$ cat src/rtl/pool_window_buffer.sv
`default_nettype none
`ifndef DATA_WIDTH
`define DATA_WIDTH 8
`endif
// +----------------------------------------------------------------------------+
// | Module      : pool_window_buffer                                           |
// | Description : One-line buffer turning a raster pixel stream into stride-2  |
// |               2x2 windows for the max-pool unit. POOL_WIN_RELU_EN clamps   |
// |               negative pixels to zero on entry.                            |
// | Revision    : 1.0 - initial release                                        |
// +----------------------------------------------------------------------------+
module pool_window_buffer #(
    parameter int DATA_WIDTH = `DATA_WIDTH,
    parameter int IMG_WIDTH  = 28,
    parameter int IMG_HEIGHT = 28
) (
    input  logic                         clk,
    input  logic                         rst_n,
    input  logic                         in_valid,
    output logic                         in_ready,
    input  logic signed [DATA_WIDTH-1:0] in_data,
    output logic                         win_valid,
    input  logic                         win_ready,
    output logic signed [DATA_WIDTH-1:0] win_a00,
    output logic signed [DATA_WIDTH-1:0] win_a01,
    output logic signed [DATA_WIDTH-1:0] win_a10,
    output logic signed [DATA_WIDTH-1:0] win_a11,
    output logic                         frame_done
);

    localparam int c_COL_W = (IMG_WIDTH  > 1) ? $clog2(IMG_WIDTH)  : 1;
    localparam int c_ROW_W = (IMG_HEIGHT > 1) ? $clog2(IMG_HEIGHT) : 1;
    localparam logic [c_COL_W-1:0] c_COL_LAST = c_COL_W'(IMG_WIDTH - 1);
    localparam logic [c_ROW_W-1:0] c_ROW_LAST = c_ROW_W'(IMG_HEIGHT - 1);

    logic        [c_COL_W-1:0]    r_col;
    logic        [c_ROW_W-1:0]    r_row;
    logic signed [DATA_WIDTH-1:0] r_held;
    logic signed [DATA_WIDTH-1:0] r_linebuf [IMG_WIDTH];
    logic                         r_win_valid;
    logic                         r_frame_done;
    logic signed [DATA_WIDTH-1:0] r_a00, r_a01, r_a10, r_a11;

    logic                         w_accept;
    logic                         w_col_last;
    logic                         w_row_last;
    logic                         w_win_load;
    logic signed [DATA_WIDTH-1:0] w_pix;

    assign in_ready   = !r_win_valid || win_ready;
    assign w_accept   = in_valid && in_ready;
    assign w_col_last = (r_col == c_COL_LAST);
    assign w_row_last = (r_row == c_ROW_LAST);
    // Odd row and odd column: this pixel is the bottom-right corner.
    assign w_win_load = w_accept && r_row[0] && r_col[0];

    always_comb begin
        w_pix = in_data;
`ifdef POOL_WIN_RELU_EN
        if (in_data[DATA_WIDTH-1]) begin
            w_pix = '0;
        end
`endif
    end

    // Line buffer is deliberately unreset; every entry is rewritten before use.
    always_ff @(posedge clk) begin
        if (w_accept && !r_row[0]) begin
            r_linebuf[r_col] <= w_pix;
        end
    end

    always_ff @(posedge clk or negedge rst_n) begin
        if (!rst_n) begin
            r_col        <= '0;
            r_row        <= '0;
            r_held       <= '0;
            r_win_valid  <= 1'b0;
            r_frame_done <= 1'b0;
            r_a00        <= '0;
            r_a01        <= '0;
            r_a10        <= '0;
            r_a11        <= '0;
        end else begin
            r_frame_done <= w_accept && w_col_last && w_row_last;
            if (w_accept) begin
                if (w_col_last) begin
                    r_col <= '0;
                    r_row <= w_row_last ? '0 : r_row + 1'b1;
                end else begin
                    r_col <= r_col + 1'b1;
                end
                if (r_row[0] && !r_col[0]) begin
                    r_held <= w_pix;
                end
            end
            if (w_win_load) begin
                r_a00       <= r_linebuf[r_col - 1'b1];
                r_a01       <= r_linebuf[r_col];
                r_a10       <= r_held;
                r_a11       <= w_pix;
                r_win_valid <= 1'b1;
            end else if (win_ready) begin
                r_win_valid <= 1'b0;
            end
        end
    end

    assign win_valid  = r_win_valid;
    assign frame_done = r_frame_done;
    assign win_a00    = r_a00;
    assign win_a01    = r_a01;
    assign win_a10    = r_a10;
    assign win_a11    = r_a11;

endmodule
`default_nettype wire

$ cat config.mk
export PLATFORM = sky130hd
export DESIGN_NAME = pool_window_buffer
export DESIGN_NICKNAME = d
export VERILOG_FILES = /design/src/rtl/pool_window_buffer.sv
export SDC_FILE = /design/constraint.sdc
export NUM_CORES = 1
export LEC_CHECK = 0
export BUFFER_PORTS_ARGS = -buffer_cell sky130_fd_sc_hd__buf_2
export CAP_MARGIN = 5
export CORE_MARGIN = 3
export CORE_UTILIZATION = 58
export CTS_BUF_LIST = sky130_fd_sc_hd__clkbuf_8
export CTS_CLUSTER_SIZE = 28
export DETAILED_ROUTE_END_ITERATION = 10
export PLACE_DENSITY_LB_ADDON = 0.25
export RECOVER_POWER = 100
export SETUP_SLACK_MARGIN = 0.05
export SLEW_MARGIN = 20
export SYNTH_ARGS = -nofsm -noshare
export SYNTH_HDL_FRONTEND = slang
export SYNTH_SLANG_ARGS = --single-unit
export TNS_END_PERCENT = 30
$ cat constraint.sdc
create_clock -name clk -period 2.78 [get_ports clk]
set_input_delay 0.139 -clock clk [delete_from_list [all_inputs] [get_ports clk]]
set_output_delay 0.139 -clock clk [all_outputs]
set_load 0.05 [all_outputs]
==> results of run 1 <==
area by class of cell:
cell class | count | area share (%)
sequential | 276 | 57.00
clock buffer | 47 | 4.589
tap | 275 | 2.441
timing repair buffer | 105 | 3.906
inverter | 8 | 0.2130
multi-input combinational | 437 | 30.28
clock inverter | 35 | 1.571
power by group:
group	switching [mW]	leakage [nW]	internal (mW)
Combinational	3.65	1.78	2.42
Sequential	0.322	2.71	4.89
Clock	1.56	0.473	1.85
kinds of logic after synthesis:
| logic type | count (synthesis) |
|---|---|
| xor+xnor | 6 |
| simple gates | 192 |
| mux | 156 |
| flops | 276 |
| fa+ha+maj | 5 |
| buf+inv | 58 |
| compound gates | 78 |
path summary, 6_finish.rpt:
path                                       start                         to  slack, ns
max                         r_col[1]$_DFFE_PN0N_  r_linebuf[8][7]$_DFFE_PP_       0.25
min                                    win_ready      win_valid$_DFFE_PN0P_       0.03
max reg2reg                 r_col[1]$_DFFE_PN0N_  r_linebuf[8][7]$_DFFE_PP_       0.25
min reg2reg                r_held[1]$_DFFE_PN0P_     win_a10[1]$_DFFE_PN0P_       0.46
max in group asynchronous                  rst_n      r_held[6]$_DFFE_PN0P_       1.17
min in group asynchronous                  rst_n       r_row[4]$_DFFE_PN0P_       0.25
repair_timing:
item,in CTS,in global routing
hold endpoints to repair,37,0
hold buffers,2,0
buffers inserted,0,0
setup endpoints to repair,0,1
resized for setup,0,1
tightest hold or removal path: stages:
cell and delay, ns:
buf_2 0.07, nand2b_1 0.11, buf_4 0.17, nand2_1 0.06
synth_stat cells, drive strengths merged, types with 5 or more instances:
cell type  instances
edfxtp           224
mux2i             50
nor2b              8
nor3              14
dfrtp             52
a21oi             16
o21ai             16
nand4              5
o22ai              6
mux4              93
buf               31
nor2              52
inv                5
o32a               5
ha                 5
a22oi              8
nand2b             6
nand2             83
o31a               6
and2               5
nand3              7
mux2              13
clkbuf            19
stage by stage:
step | setup slack, ns | hold WS [ns] | std cells
after floorplan | 0.05280 | -0.1566 | 771
after global placement | 0.2128 | 0.2959 | 1099
after detailed placement | 0.1746 | 0.3178 | 1099
after CTS | 0.1688 | 0.009698 | 1183
after global routing | 0.08039 | 0.06382 | 1183
final | 0.2467 | 0.03100 | 1183
cells in the final DEF (no fill, tap or decap), types with 9 or more instances in the layout:
cell type | netlist | final
mux2i_1 | 50 | 50
dfrtp_1 | 52 | 50
clkbuf_1 | 19 | 70
nand2_1 | 83 | 83
o21ai_0 | 9 | 11
edfxtp_1 | 224 | 224
mux2_2 | 11 | 11
buf_4 | 10 | 17
inv_1 | 4 | 12
a21oi_1 | 16 | 16
clkbuf_8 | 0 | 47
mux4_2 | 93 | 93
nor2_1 | 52 | 52
clkbuf_2 | 0 | 9
clkinv_1 | 3 | 20
nor3_1 | 13 | 13
per-layer routing:
layer  share of wire [%]  routed length, um  track usage (%)
met2                  48              15700            43.94
met3                  10               3291            7.616
met1                  38              12490            39.15
met5                   0                  0                0
met4                 3.1               1011            9.209
sequential cells by signal (all words and copies together), names as in the netlist:
register and cells:
win_a01 8, frame_done 1, win_a00 8, r_held 8, win_valid 1, r_col 5
r_linebuf 224, win_a11 8, win_a10 8, r_row 5
==> impl_metrics.tcl, run 1 <==
set metrics [dict create \
    status "finished, violations left" \
    violations "capacitance limit, slew limit" \
    placed_area_sq_um 13380 \
    n_fill_cell 1508 \
    hpwl_um 21830 \
    netlist_instances 771 \
    synth-compound-area-share_pct 4.307 \
    netlist_top_cells_area "edfxtp_1 (53%), mux4_2 (17%), dfrtp_1 (10%), mux2i_1 (4.0%), nand2_1 (2.5%)" \
    syn_area_per_cell_sq_um 16.35 \
    grt_use_total_pct 28.06 \
    yosysSeqAreaShare_pct 63.67 \
    synth_fp_nets 788 \
    cts_root_buffer "clkbuf_8" \
    synth-xor-area-share_pct 0.4168 \
    reg2regPathDepth 6 \
    ctsHtreeMaxLevel 2 \
    gp_congestion 0.9615 \
    cp_common_cell "clkbuf_1" \
    maxCapViolCount 6 \
    min_path_type "in2reg" \
    post-route-period-util_pct 91.12 \
    start_kind "register" \
    yosys_warnings 0 \
    max_stage_delay_ns 0.49 \
    area_growth_pct 11.80 \
    grt_max_degree 77 \
    final_util_pct 66.43 \
    drc 0 \
    final_antenna_net_count 0 \
    dieArea_sq_um 23540 \
    slowest_stage "dfrtp_4" \
    cp_max_fo 8 \
    synth_top_family_by_area "multiplexers" \
    drt-wirelength-per-cell_um 27.47 \
    cts_sinks 276 \
    hold_depth 4 \
    viasPerCell 6.554 \
    period_needed_ns 2.533 \
    multi_input_area_sq_um 4268 \
    grt_pass1_vias 7762 \
    num_antenna_cells 0 \
    netlist_area_sq_um 12610 \
    required_ns 2.95 \
    report.final.setup_viol 0 \
    fmax_mhz 394.7 \
    cts_buffers 46 \
    power.density_nw_per_um2 1042 \
    crit_chain "inv_1 > ha_2 > clkbuf_1 > nand2_1 > nor2_1 > clkbuf_1" \
    grt_pass1_wl_um 48970 \
    cts_tree "yes" \
    coreArea_sq_um 21220 \
    synthMuxAreaShare_pct 21.74 \
    clkTransAtPathRegs_ns 0.06 \
    vias 7753 \
    rows 53 \
    peakVddDrop_mv 0.8417 \
    path_buf_inv 3 \
    relSlewSlack_pct -14.62 \
    routed_wirelength_um 32500 \
    regArea_sq_um 8035 \
    cts_buffer_depth 3 \
    clock_latency_ns 0.55 \
    port_buffers 46 \
    ys_types 52 \
    grt_overflow 0 \
    layout.nets 891 \
    tns_ns 0 \
    fp.dieH_um 153.4 \
    p_leak_nw 4.967 \
    synth_edf_count 224 \
    synth.top_cell.area_share_pct 53.35 \
    critPathKind "reg2reg" \
    start_util_pct 59.42 \
    drtIter0Drc 994 \
    yosys.area_share.simple_pct 6.758 \
    synth_seq_cells 276 \
    cp-end-kind "register" \
    synth_top_cell_by_area "edfxtp_1" \
    finalHoldViolations 0 \
    synth_fa_ha_area_share_pct 0.4962 \
    crit_family "buffers and inverters" \
    worstPathArrival_ns 2.70 \
    critical_path_depth 6 \
    fp.dieW_um 153.4 \
    num_io_pins 47 \
    stdcell_area_sq_um 14100 \
    rsz0062_at_grt "no" \
    async_reset_ff_share_pct 18.84 \
    fin_total_pwr_mw 14.68 \
    layout-drive-gt1-share_pct 22.36 \
    synth_ff_type "edfxtp_1" \
    antenna_found_initial 0 \
    worst_slew_pin_slew_ns 1.719 \
    final_max_slew_viol_count 184 \
    dr.pass1.iters 5 \
    fin_skew_ns 0.02079 \
]
No activity file was read; power rests on OpenSTA's default activity.
==> run 2: changes to the inputs <==
--- a/config.mk
+++ b/config.mk
@@ -14,7 +14,7 @@
 export DETAILED_ROUTE_END_ITERATION = 10
 export PLACE_DENSITY_LB_ADDON = 0.25
 export RECOVER_POWER = 100
-export SETUP_SLACK_MARGIN = 0.05
+export SETUP_SLACK_MARGIN = 0.4
 export SLEW_MARGIN = 20
 export SYNTH_ARGS = -nofsm -noshare
 export SYNTH_HDL_FRONTEND = slang
==> impl_metrics.tcl, run 2 (synthesis gave the netlist of run 1 again) <==
set metrics [dict create \
    status "finished, violations left" \
    violations "capacitance limit, slew limit" \
    n_fill_cell 1453 \
    start_kind "register" \
    drt-wirelength-per-cell_um 27.51 \
    placed_area_sq_um 13360 \
    largest_register_ffs 224 \
    antenna_found_initial 0 \
    vias 7949 \
    area_growth_pct 12.94 \
    viasPerCell 6.691 \
    hold_slack_ns 0.2343 \
    coreArea_sq_um 21220 \
    dr.pass1.iters 7 \
    regArea_sq_um 8035 \
    critPathKind "reg2reg" \
    fmax_mhz 399.0 \
    fp.dieW_um 153.4 \
    routed_wirelength_um 32680 \
    cts_buffer_depth 3 \
    finalHoldViolations 0 \
    cts_buffers 44 \
    tns_ns 0 \
    mostFrequentLayoutCell "edfxtp_1" \
    stdcell_area_sq_um 14240 \
    reg2reg_slack_ns 0.27 \
    period_needed_ns 2.506 \
    min_path_type "in2async" \
    p_leak_nw 5.141 \
    dieArea_sq_um 23540 \
    worstPathArrival_ns 2.88 \
    final_util_pct 67.11 \
    grt_pass1_vias 7748 \
    maxCapViolCount 2 \
    report.final.setup_viol 0 \
    post-route-period-util_pct 90.14 \
    multi_input_area_sq_um 4313 \
    drtIter0Drc 1133 \
    instances_no_fill 1188 \
    worst_slew_pin_slew_ns 1.580 \
    rows 53 \
    dp_cells 1094 \
    fp.dieH_um 153.4 \
    cp_max_fo 31 \
    grt_overflow 0 \
    rsz0062_at_grt "yes" \
    start_util_pct 59.42 \
    cts_tree "yes" \
    cts_sinks 276 \
    layout-drive-gt1-share_pct 25.74 \
    power.density_nw_per_um2 1042 \
    cts_root_buffer "clkbuf_8" \
    drc 0 \
    reg2reg_from "r_col[0]$_DFFE_PN0N_" \
    grt_use_total_pct 27.37 \
    final_max_slew_viol_count 62 \
    required_ns 3.15 \
    ctsHtreeMaxLevel 2 \
    final_cell_mix "edfxtp_1 (224), mux4_2 (93), nand2_1 (83)" \
    num_io_pins 47 \
    grt_max_degree 51 \
    peakVddDrop_mv 0.4984 \
    layout.nets 897 \
    clkTransAtPathRegs_ns 0.06 \
    top_register "r_linebuf" \
    reg2regPathDepth 5 \
    grt_pass1_wl_um 48340 \
    hpwl_um 21030 \
    cp-end-kind "register" \
    num_antenna_cells 0 \
    gp_congestion 0.9894 \
    reg2reg_to "win_a01[3]$_DFFE_PN0P_" \
    clock_latency_ns 0.55 \
    fin_skew_ns 0.03098 \
    relSlewSlack_pct -5.309 \
    final_antenna_net_count 0 \
    port_buffers 46 \
]
==> run 2: how the worst max path moves through the flow <==
stage / startpoint / cells after the start / to / slack [ns]
finish: r_col[0]$_DFFE_PN0N_ / 5 / win_a01[3]$_DFFE_PN0P_ / 0.27
global route: r_col[2]$_DFFE_PN0N_ / 6 / win_a01[7]$_DFFE_PN0P_ / 0.21
CTS: r_col[0]$_DFFE_PN0N_ / 5 / win_a01[4]$_DFFE_PN0P_ / 0.36
detailed placement: r_col[0]$_DFFE_PN0N_ / 8 / win_a00[4]$_DFFE_PN0P_ / 0.17
global placement: r_col[0]$_DFFE_PN0N_ / 5 / win_a01[4]$_DFFE_PN0P_ / 0.22
floorplan: r_col[1]$_DFFE_PN0N_ / 12 / win_a00[2]$_DFFE_PN0P_ / 0.29
==> run 2: through the flow <==
step / power, mW / worst slack, ns
floorplan: 9.750 / 0.2901
global placement: 11.26 / 0.2245
detailed placement: 11.34 / 0.1723
CTS: 14.67 / 0.3573
global route: 15.40 / 0.2135
finish: 14.83 / 0.2740
==> run 2: area by class of cell <==
class,instances,area share (%)
clock inverters,31,0.8435
multi-input cells,438,30.29
flip-flops and latches,276,56.43
inverters,8,0.2460
well taps,275,2.416
clock buffers,48,4.639
repair buffers,112,5.140
==> run 2: what timing repair did <==
action,CTS,global route
buffers inserted,5,5
gates resized for setup,4,8
gates cloned,1,2
pin swaps,1,3
hold endpoints to repair,39,0
hold buffers,2,0
endpoints found under the setup margin,11,31
==> run 2: routing by layer <==
layer	vias to the layer above	GRT usage (%)	wire length, um
li1	3284	-	-
met1	3979	40.36	12710
met2	579	41.25	14880
met3	107	5.266	3668
met4	0	10.89	1416
met5	-	0	0
==> run 2: report_power, final <==
group,switching [mW],internal (mW)
Sequential,0.368,4.89
Combinational,3.74,2.76
Clock,1.50,1.58
Total,5.61,9.22
==> run 2: worst max-delay path, cell delays in order (launching register included) <==
cell	delay, ns
dfrtp_4	0.54
buf_16	0.26
mux4_2	0.59
mux2_2	0.32
a221oi_1	0.45
o31ai_2	0.15
